[src/rtl/data_bus_slice.sv]
// Registered request/response slice for the Ibex data bus.
// One outstanding transaction, with grant/response timeout abort.
module data_bus_slice #(
  parameter int unsigned TIMEOUT = 16
) (
  input  logic        clk,
  input  logic        rst,
  input  logic        s_req,
  output logic        s_gnt,
  input  logic [31:0] s_addr,
  input  logic        s_we,
  input  logic [3:0]  s_be,
  input  logic [31:0] s_wdata,
  output logic        s_rvalid,
  output logic [31:0] s_rdata,
  output logic        s_err,
  output logic        m_req,
  input  logic        m_gnt,
  output logic [31:0] m_addr,
  output logic        m_we,
  output logic [3:0]  m_be,
  output logic [31:0] m_wdata,
  input  logic        m_rvalid,
  input  logic [31:0] m_rdata,
  input  logic        m_err
);

  typedef enum logic [1:0] {
    IDLE,
    REQ,
    RSP
  } state_e;

  localparam logic [7:0] CntMax = 8'(TIMEOUT - 1);

  state_e      state_q, state_d;
  logic [7:0]  cnt_q, cnt_d;
  logic        m_req_q, m_req_d;
  logic [31:0] m_addr_q, m_addr_d;
  logic        m_we_q, m_we_d;
  logic [3:0]  m_be_q, m_be_d;
  logic [31:0] m_wdata_q, m_wdata_d;
  logic        rvalid_q, rvalid_d;
  logic        err_q, err_d;
  logic [31:0] rdata_q, rdata_d;
  logic        expired;

  assign expired = (cnt_q == CntMax);

  always_comb begin
    state_d   = state_q;
    cnt_d     = cnt_q + 8'd1;
    m_addr_d  = m_addr_q;
    m_we_d    = m_we_q;
    m_be_d    = m_be_q;
    m_wdata_d = m_wdata_q;
    rvalid_d  = 1'b0;
    err_d     = err_q;
    rdata_d   = rdata_q;
    unique case (state_q)
      IDLE: begin
        cnt_d = 8'd0;
        if (s_req) begin
          state_d   = REQ;
          m_addr_d  = s_addr;
          m_we_d    = s_we;
          m_be_d    = s_be;
          m_wdata_d = s_wdata;
        end
      end
      REQ: begin
        if (m_gnt) begin
          state_d = RSP;
          cnt_d   = 8'd0;
        end else if (expired) begin
          state_d  = IDLE;
          cnt_d    = 8'd0;
          rvalid_d = 1'b1;
          err_d    = 1'b1;
          rdata_d  = 32'd0;
        end
      end
      RSP: begin
        // the response event wins over a same-cycle timeout
        if (m_rvalid) begin
          state_d  = IDLE;
          cnt_d    = 8'd0;
          rvalid_d = 1'b1;
          err_d    = m_err;
          rdata_d  = m_rdata;
        end else if (expired) begin
          state_d  = IDLE;
          cnt_d    = 8'd0;
          rvalid_d = 1'b1;
          err_d    = 1'b1;
          rdata_d  = 32'd0;
        end
      end
      default: begin
        state_d = IDLE;
        cnt_d   = 8'd0;
      end
    endcase
    m_req_d = (state_d == REQ);
  end

  always_ff @(posedge clk) begin
    if (rst) begin
      state_q   <= IDLE;
      cnt_q     <= 8'd0;
      m_req_q   <= 1'b0;
      m_addr_q  <= 32'd0;
      m_we_q    <= 1'b0;
      m_be_q    <= 4'd0;
      m_wdata_q <= 32'd0;
      rvalid_q  <= 1'b0;
      err_q     <= 1'b0;
      rdata_q   <= 32'd0;
    end else begin
      state_q   <= state_d;
      cnt_q     <= cnt_d;
      m_req_q   <= m_req_d;
      m_addr_q  <= m_addr_d;
      m_we_q    <= m_we_d;
      m_be_q    <= m_be_d;
      m_wdata_q <= m_wdata_d;
      rvalid_q  <= rvalid_d;
      err_q     <= err_d;
      rdata_q   <= rdata_d;
    end
  end

  assign s_gnt    = s_req & (state_q == IDLE);
  assign s_rvalid = rvalid_q;
  assign s_rdata  = rdata_q;
  assign s_err    = err_q;
  assign m_req    = m_req_q;
  assign m_addr   = m_addr_q;
  assign m_we     = m_we_q;
  assign m_be     = m_be_q;
  assign m_wdata  = m_wdata_q;

endmodule

[config.mk]
export PLATFORM = sky130hd
export DESIGN_NAME = data_bus_slice
export DESIGN_NICKNAME = d
export VERILOG_FILES = /design/src/rtl/data_bus_slice.sv
export SDC_FILE = /design/constraint.sdc
export NUM_CORES = 1
export LEC_CHECK = 0
export ABC_CLOCK_PERIOD_IN_PS = 2100
export BUFFER_PORTS_ARGS = -buffer_cell sky130_fd_sc_hd__buf_2
export CORE_MARGIN = 4
export CORE_UTILIZATION = 30
export CTS_CLUSTER_DIAMETER = 100
export DETAILED_ROUTE_END_ITERATION = 16
export GPL_TIMING_DRIVEN = 0
export PLACE_DENSITY = 0.6
export SLEW_MARGIN = 20
export SYNTH_ARGS = -nofsm -noshare
export SYNTH_HDL_FRONTEND = slang
export SYNTH_SLANG_ARGS = --single-unit
[constraint.sdc]
create_clock -name clk -period 2.1 [get_ports clk]
set_input_delay 0.42 -clock clk [delete_from_list [all_inputs] [get_ports clk]]
set_output_delay 0.42 -clock clk [all_outputs]
set_load 0.05 [all_outputs]
# Word-level counts from Yosys, hierarchy flattened
# Index checks and enable logic that the tools add are counted.
dict set report totals {
  register_bits 114
  latch_bits 0
  mem_bits_rw 0
  romBits 0
  input_bits 107
  output_inout_bits 105
  elab_cells 42
  memories 0
}
dict set report op_classes {
  addsub 1
  n_mul 0
  div 0
  magnitude_cmp 0
  eq_ne 5
  shift 0
  mux 21
  n_bitwise 1
  n_reduce_logical 4
}
# op count
set ops {}
lappend ops {{32-bit two-way mux} 3}
lappend ops {{32-bit case mux with 2 select lines} 1}
lappend ops {{8-bit two-way mux} 3}
lappend ops {{8-bit case mux with 2 select lines} 1}
lappend ops {{8-bit by 1-bit adder with 8-bit output (second input constant)} 1}
lappend ops {{8-bit by 4-bit equality test with 1-bit output (second input constant)} 1}
lappend ops {{2-bit two-way mux} 4}
lappend ops {{1-bit two-way mux} 6}
lappend ops {{2-bit case mux with 3 select lines} 1}
lappend ops {{2-bit by 1-bit equality test with 1-bit output (second input constant)} 2}
lappend ops {{1-bit case mux with 2 select lines} 2}
lappend ops {{2-bit AND reduction} 2}
lappend ops {{2-bit equality test (second input constant)} 1}
lappend ops {{2-bit logical NOT} 1}
lappend ops {{2-bit != test (second input constant)} 1}
lappend ops {{2-bit nonzero test} 1}
lappend ops {{1-bit AND} 1}

# Longest topological paths before layout
# Gate-level depths: netlist of the first run.
dict set report depth {
  depth_word 5
  mapped_depth 7
  depth_no_buf 6
}

# Worst setup path after synthesis of the first run
# Ideal clock, no wire load.
dict set report synth_path {
  path_type {register -> output}
  from {register state_q[1]}
  to {output s_gnt}
  arrival_ps 1443
  required_time_ps 1680
  path_slack_ps 237
  stages_incl_launch_ff 6
  path_cell_list {dfxtp_1 > inv_1 > ha_1 > nand2_1 > inv_2 > clkbuf_1}
}
dict set report synth_via {
  elab_chain_len 2
}
# item line
set synth_rtl {}
lappend synth_rtl {{from (decl)} 36} ;# state_e state_q, state_d;
lappend synth_rtl {{from (signal assigned)} 120} ;# state_q <= state_d;
lappend synth_rtl {{2-bit logical NOT} 133} ;# assign s_gnt = s_req & (state_q == IDLE);
lappend synth_rtl {{1-bit AND} 133}
lappend synth_rtl {{to (decl)} 9} ;# output logic s_gnt,
# Every way passes these cells.

# Final worst setup path of the first run
# Ends and elaborated chain as after synthesis.

==> flow_summary.rst, run 1 <==
.. list-table::
   :header-rows: 1

   * - Metric
     - Value
   * - Status
     - finished clean
   * - Die extent in y
     - ~120 um
   * - Total Die Area
     - about 0.015 mm2
   * - Net Sw Power
     - between 0.0015 and 0.002 W
   * - Worst slew pin tran
     - between 0.5 and 0.6 ns
   * - Maximum number of buffers from clock root to sink
     - 2
   * - Pwr per Cell Area
     - roughly 1100 mW/mm2
   * - Data arrival time at the worst-slack endpoint
     - about 1.6 ns
   * - First-pass GRT wire length
     - 18800 um
   * - Cell Rows
     - 41
   * - Leakage component of the power
     - 2.85 nW
   * - Critical path endpoint category
     - output pin
   * - Number of failing hold endpoints at the final stage
     - 0
   * - Startpoint type of the worst setup path
     - flip-flop
   * - DR iter-0 viols
     - between 150 and 200
   * - Max-capacitance violation count
     - 0
   * - Source-to-sink clock delay at the later pin of the worst-skew pair
     - 0.41 ns
   * - DP Worst Slack
     - -0.172 ns
   * - Chip width
     - roughly 120 um
   * - Core Footprint
     - between 0.01 and 0.015 mm2
   * - Cell area after technology mapping
     - roughly 0.004 mm2
   * - Worst hold path class
     - in -> reg
   * - Worst Hold Margin
     - approximately 0.23 ns
   * - Commonest cells after routing, fill and taps aside
     - sky130_fd_sc_hd__buf_2 (210), sky130_fd_sc_hd__nand2_1 (142), sky130_fd_sc_hd__dfxtp_1 (114), sky130_fd_sc_hd__a21oi_1 (71), sky130_fd_sc_hd__a22o_1 (30)
   * - Grt total ovfl
     - 0
   * - Worst-path clk slew
     - 0.05 ns
   * - Number of distinct library cells after synthesis
     - 33
   * - Total area of multi-input combinational cells
     - ~0.0015 mm2
   * - # port buffers
     - 211
   * - Detailed Place HPWL
     - 9200 um
   * - Post-synthesis compound-gate area fraction
     - about 18%
   * - Number of detailed-routing iterations run before antenna repair
     - 6
   * - Post-synthesis share of cell area spent on and, or, nand and nor gates
     - between 10% and 20%
   * - Fill cell total of the finished layout
     - 1281
   * - Met3 usage in global routing
     - roughly 5.8%
   * - Count of antenna-violating nets left after detailed routing
     - 0
   * - Most used flip-flop cell after synthesis
     - sky130_fd_sc_hd__dfxtp_1
   * - Share of total power in combinational logic
     - 18.4%
   * - Final Util
     - between 40% and 50%
   * - Post-synthesis sequential element count
     - between 100 and 150
   * - GRT met2 Usage
     - approximately a quarter
   * - Post-route total power
     - 0.00685 W
   * - Portion of the clock cycle consumed by the worst path in the final layout
     - roughly 94%
   * - Final critical-path setup slack
     - 0.118 ns
   * - Clock network fraction of design power
     - 46.8%
   * - Main combinational cell family by area after synthesis
     - compound AO/OA/AOI/OAI gates
   * - Mapped Avg Cell Area
     - approximately 8.9 um2
   * - Number of antenna violations at the first check in global routing
     - 0
   * - Warning count from the yosys run
     - 0
   * - Layout overhead on the synthesized area
     - 50.0%
   * - Sequential fraction of design power
     - 34.8%
   * - Worst ir drop on vdd
     - ~500 uV
   * - Count of mapped cells out of synthesis
     - 447
   * - Class of the most critical setup path
     - reg -> out
   * - Max Fclk
     - a little over 0.5 GHz
   * - Share of cell area taken by muxes after synthesis
     - 0%
   * - Clock tree from TritonCTS
     - built
   * - Internal
     - roughly 0.0049 W
   * - Post-layout net count
     - 792
   * - Wire length per cell after detailed routing
     - around 14 um
   * - RSZ-0062 raised after global routing
     - no
   * - Total GRT Usage
     - between 15 and 20%
   * - I/O pins
     - between 200 and 250
   * - Fraction of final layout cells with drive strength greater than 1
     - around 39%
   * - Worst clock skew
     - approximately 0.0072 ns
   * - Clock root buffer
     - sky130_fd_sc_hd__clkbuf_16
   * - Post-Synth Adder-Cell Area
     - 1.56%
   * - Via count
     - between 3000 and 4000
   * - Biggest fanout along the worst timing path
     - 7
   * - Post-synth EDFFs
     - 0
   * - Total wirelength of the detailed-routed design
     - around 12000 um
   * - Synthesized-area fraction occupied by xor and xnor cells
     - around 1.1%
   * - Total count of max-transition violations in the final report
     - 0
   * - Number of endpoints failing setup at the final stage
     - 0
   * - Headroom to the max-slew limit
     - 63.7%
   * - Switching share of power
     - between 20% and 30%
   * - Number of buffers added to fix hold violations after cts
     - 0
   * - Via density
     - 4.56
   * - Most frequent standard cell in the layout excluding fill and tap cells
     - sky130_fd_sc_hd__buf_2
   * - Syn Nets
     - around 560
   * - Post-synth ARST share
     - 0%
   * - Layer carrying the most global-route usage
     - met2
   * - Vias in the first global route
     - around 3800
   * - Largest net degree at the start of global routing
     - 17
   * - Starting Density
     - 31.2%
   * - Sink Count
     - between 100 and 150
   * - Shortest period the worst path allows
     - about 2.0 ns
   * - Residual DRC count
     - 0
   * - Number of diodes added for antenna fixing
     - 0
   * - Seq/Total Area, Yosys
     - between 50% and 60%
   * - TritonCTS buffer count
     - 17
   * - Final Wtd Congestion
     - roughly 0.74
   * - Maximum level of the CTS H-tree
     - 4
   * - Met1 demand-to-capacity share in global routing
     - between 15 and 20%
   * - Seq. cell area
     - 0.00228 mm2
   * - Required time of the worst setup path
     - 1.68 ns
path summary, 6_finish.rpt:
check	start	to	slack (ns)	cells past startpoint
max	state_q[1]	s_gnt	0.12	5
min	m_rdata[24]	s_rdata[24]	0.23	2
min reg2reg	m_addr[8]	m_addr[8]	0.45	2
max reg2reg	state_q[1]	m_be[3]	0.17	9
per-stage QoR:
stage                     std cells  instance area [um2]  setup TNS (ns)
after floorplan                 447                 4000               0
after global placement          830                 5270          -0.119
after detailed placement        830                 5270          -0.823
after CTS                       865                 5990               0
after global routing            865                 5990               0
final                           865                 5990               0
sequential cells by signal, summed over array words and instances (netlist names):
name	count
cnt_q	8
m_addr	32
m_be	4
m_req	1
m_wdata	32
m_we	1
s_err	1
s_rdata	32
s_rvalid	1
state_q	2
layer usage:
metal	share of wire, %	vias up
li1	-	1970
met4	2.2	0
met5	0	-
met1	42	1792
met2	46	164
met3	9.2	22
power groups by stage:
stage / combinational [W] / sequential [W] / clock, W
after floorplan: 0.000367 / 0.00292 / 0
after global placement: 0.00121 / 0.00242 / 0
after detailed placement: 0.00123 / 0.00243 / 0
after CTS: 0.00127 / 0.00239 / 0.00328
after global routing: 0.00136 / 0.00240 / 0.00339
final: 0.00126 / 0.00239 / 0.00320
cells by family (layout without fill, tap and decap cells):
family,after synthesis,count (layout)
buffers and inverters,35,281
flip-flops,114,114
adder cells (fa/ha/maj),5,5
AO/OA/AOI/OAI,115,115
AND/OR/NAND/NOR,173,173
XOR/XNOR,5,5
cell type report:
type	instances	area share [%]
Buffer	27	2.63
Clock buffer	20	7.79
Clock inverter	12	3.40
Inverter	7	0.480
Multi-Input combinational cell	298	25.7
Sequential cell	114	38.1
Tap cell	172	3.59
Timing Repair Buffer	215	18.4
critical path, cell delays in order, from the launching register on:
cell and delay (ns):
sky130_fd_sc_hd__dfxtp_1 0.40, sky130_fd_sc_hd__inv_1 0.09, sky130_fd_sc_hd__ha_1 0.25, sky130_fd_sc_hd__nand2_4 0.16, sky130_fd_sc_hd__inv_4 0.07, sky130_fd_sc_hd__buf_4 0.19
synth_stat cells, types with 3 or more instances:
cell,instances,area (um2)
sky130_fd_sc_hd__ha_1,5,62.6
sky130_fd_sc_hd__nand2_1,143,537
sky130_fd_sc_hd__nor2_1,12,45.0
sky130_fd_sc_hd__clkbuf_1,20,75.1
sky130_fd_sc_hd__xor2_1,3,26.3
sky130_fd_sc_hd__a21oi_1,71,355
sky130_fd_sc_hd__a22o_1,30,263
sky130_fd_sc_hd__buf_6,7,78.8
sky130_fd_sc_hd__inv_1,6,22.5
sky130_fd_sc_hd__nor2b_1,5,31.3
sky130_fd_sc_hd__o21ai_0,4,20.0
sky130_fd_sc_hd__dfxtp_1,114,2280
timing repair:
item	4_1_cts	5_1_grt
cloned	0	0
setup endpoints to repair	11	32
buffers inserted	4	0
resized for setup	4	5
endpoints found under the hold margin	0	0
No activity file was read; power rests on OpenSTA's default activity.
==> run 2, diff against run 1 <==
RECOVER_POWER = 50   (was default)
==> flow_summary.rst, run 2 (synthesis results as in run 1) <==
.. list-table::
   :header-rows: 1

   * - Metric
     - Value
   * - Number of diodes added for antenna fixing
     - 0 (unchanged)
   * - DR iter-0 viols
     - 177 (was 151)
   * - WP buf/inv
     - 3 (unchanged)
   * - Max-capacitance violation count
     - 0 (unchanged)
   * - Post-layout net count
     - 792 (unchanged)
   * - Critical path endpoint category
     - output pin (unchanged)
   * - Detailed Place HPWL
     - 9200 um (unchanged)
   * - Worst hold path class
     - in -> reg (unchanged)
   * - Area after detailed placement
     - 0.00527 mm2 (unchanged)
   * - Endpoint of the most critical register-to-register path
     - m_wdata[23] (was m_be[3])
   * - Count of antenna-violating nets left after detailed routing
     - 0 (unchanged)
   * - Die extent in y
     - 123 um (unchanged)
   * - Cell-by-cell listing of the critical path
     - inv_1 > ha_1 > nand2_4 > inv_4 > buf_4 (unchanged)
   * - Total wirelength of the detailed-routed design
     - 12500 um (was 12400 um)
   * - Required time of the worst setup path
     - 1.68 ns (about the same)
   * - Largest net degree at the start of global routing
     - 17 (unchanged)
   * - Chip width
     - 123 um (unchanged)
   * - Headroom to the max-slew limit
     - 56.5% (was 63.7%)
   * - Total Neg Setup Slack
     - 0 ns (unchanged)
   * - Top cell family by delay on the critical path
     - flip-flops (unchanged)
   * - Number of buffers added to fix hold violations after cts
     - 0 (unchanged)
   * - First-pass GRT wire length
     - 18800 um (unchanged)
   * - Number of failing hold endpoints at the final stage
     - 0 (unchanged)
   * - Commonest cells after routing, fill and taps aside
     - sky130_fd_sc_hd__nand2_1 (142), sky130_fd_sc_hd__clkbuf_1 (120), sky130_fd_sc_hd__dfxtp_1 (114), sky130_fd_sc_hd__buf_2 (106), sky130_fd_sc_hd__a21oi_1 (71) (was sky130_fd_sc_hd__buf_2 (210), sky130_fd_sc_hd__nand2_1 (142), sky130_fd_sc_hd__dfxtp_1 (114), sky130_fd_sc_hd__a21oi_1 (71), sky130_fd_sc_hd__a22o_1 (30))
   * - Worst hold path cell count
     - 2 (unchanged)
   * - Via count
     - 3955 (was 3948)
   * - Grt total ovfl
     - 0 (unchanged)
   * - Cell Rows
     - 41 (unchanged)
   * - Total GRT Usage
     - 16.2% (unchanged)
   * - Biggest fanout along the worst timing path
     - 7 (unchanged)
   * - Final Wtd Congestion
     - 0.744 (unchanged)
   * - Total count of max-transition violations in the final report
     - 0 (unchanged)
   * - RSZ-0062 raised after global routing
     - no (unchanged)
   * - Most frequent standard cell in the layout excluding fill and tap cells
     - sky130_fd_sc_hd__nand2_1 (was sky130_fd_sc_hd__buf_2)
   * - Number of detailed-routing iterations run before antenna repair
     - 6 (unchanged)
   * - I/O pins
     - 212 (unchanged)
   * - Status
     - finished clean (unchanged)
   * - Worst setup path start
     - state_q[1] (unchanged)
   * - Clock tree from TritonCTS
     - built (unchanged)
   * - Layout overhead on the synthesized area
     - 46.7% (was 50.0%)
   * - Pwr per Cell Area
     - 1160 mW/mm2 (was 1140 mW/mm2)
   * - Via density
     - 4.57 (was 4.56)
   * - Worst stage delay on the critical path
     - 0.40 ns (about the same)
   * - Worst-path clk slew
     - 0.05 ns (about the same)
   * - Number of endpoints failing setup at the final stage
     - 0 (unchanged)
   * - Starting Density
     - 31.2% (unchanged)
   * - Data arrival time at the worst-slack endpoint
     - 1.56 ns (about the same)
   * - TritonCTS buffer count
     - 17 (unchanged)
   * - Start of the worst register-to-register path
     - state_q[1] (unchanged)
   * - Worst slew pin tran
     - 0.655 ns (was 0.544 ns)
   * - Class of the most critical setup path
     - reg -> out (unchanged)
   * - Wire length per cell after detailed routing
     - 14.4 um (was 14.3 um)
   * - Number of antenna violations at the first check in global routing
     - 0 (unchanged)
   * - Startpoint type of the worst setup path
     - flip-flop (unchanged)
   * - Vias in the first global route
     - 3813 (unchanged)
   * - Max Fclk
     - 0.505 GHz (about the same)
   * - Final critical-path setup slack
     - 0.119 ns (was 0.118 ns)
   * - Beginning of the worst hold path
     - m_rdata[24] (unchanged)
   * - Core Footprint
     - 0.0128 mm2 (unchanged)
   * - Maximum number of buffers from clock root to sink
     - 2 (unchanged)
   * - Residual DRC count
     - 0 (unchanged)
   * - Fraction of final layout cells with drive strength greater than 1
     - 23.5% (was 38.5%)
   * - Sink Count
     - 114 (unchanged)
   * - Maximum level of the CTS H-tree
     - 4 (unchanged)
   * - Depth of the worst register-to-register path
     - 9 (unchanged)
   * - DP Worst Slack
     - -0.172 ns (unchanged)
   * - Total Die Area
     - 0.0152 mm2 (unchanged)
   * - Worst clock skew
     - 0.00653 ns (was 0.00715 ns)
   * - Final Instance Area
     - 0.00586 mm2 (was 0.00599 mm2)
   * - Critical-path top delay cell
     - sky130_fd_sc_hd__dfxtp_1 (unchanged)
   * - Clock root buffer
     - sky130_fd_sc_hd__clkbuf_16 (unchanged)
   * - Worst Hold Margin
     - 0.228 ns (was 0.229 ns)
   * - Source-to-sink clock delay at the later pin of the worst-skew pair
     - 0.41 ns (about the same)
   * - Shortest period the worst path allows
     - 1.98 ns (about the same)
   * - Leakage component of the power
     - 2.42 nW (was 2.85 nW)
   * - Portion of the clock cycle consumed by the worst path in the final layout
     - 94.3% (was 94.4%)
   * - # port buffers
     - 211 (unchanged)
   * - Worst Hold Path EP
     - s_rdata[24] (unchanged)
   * - Final Util
     - 45.7% (was 46.7%)
   * - Slack of the worst reg-to-reg path
     - 0.15 ns (was 0.17 ns)
   * - Worst ir drop on vdd
     - 508 uV (was 513 uV)
-- run 2: cell count changes in the layout (fill, tap and decap cells not counted), sizes merged --
cell	before	now
clkbuf	39	143
buf	223	119
-- run 2: layout make-up --
class,instances,area [um2]
fill,1335,6960
sequential,114,2280
multi-input combinational,298,1540
timing repair buffer,215,971
clock buffer,20,467
tap,172,215
clock inverter,12,204
buffer,27,158
inverter,7,28.8
-- run 2: metal layers --
layer  share of wire [%]  routed length, um  track usage (%)  up-vias
met5                   0                  0                0        -
met4                 2.3                282             7.75        0
met3                 9.6               1200             5.81       24
met2                  46               5730             25.9      177
met1                  42               5250             19.3     1783
li1                    -                  -                -     1971
-- run 2: power breakdown --
part,internal [W],leakage (nW),switching [W]
Combinational,0.000305,1.19,0.000918
Sequential,0.00231,0.930,0.0000781
Clock,0.00220,0.307,0.00100
Total,0.00482,2.42,0.00200
-- run 2: how the worst max path moves through the flow --
stage,end,depth (start not counted)
floorplan,s_gnt,5
global placement,s_gnt,6
detailed placement,s_gnt,6
CTS,s_gnt,5
global route,s_gnt,5
finish,s_gnt,5
-- run 2: repair_timing --
item / CTS / global route
pin swaps: 0 / 0
setup buffers: 4 / 0
resized for setup: 4 / 5
endpoints found under the setup margin: 11 / 32
-- run 2: worst register-to-register path, delay by kind of cell, from the launching register on --
kind,cells,cell delay [ns]
buffers and inverters,5,0.87
DFF,1,0.35
adders and majority gates,1,0.25
and+or+nand+nor,2,0.25
AOI/OAI and AO/OA,1,0.16
-- run 2: stage by stage --
stage	total power, W	std cells
finish	0.00682	865
floorplan	0.00329	447
global route	0.00712	865
detailed placement	0.00366	830
CTS	0.00694	865
global placement	0.00363	830
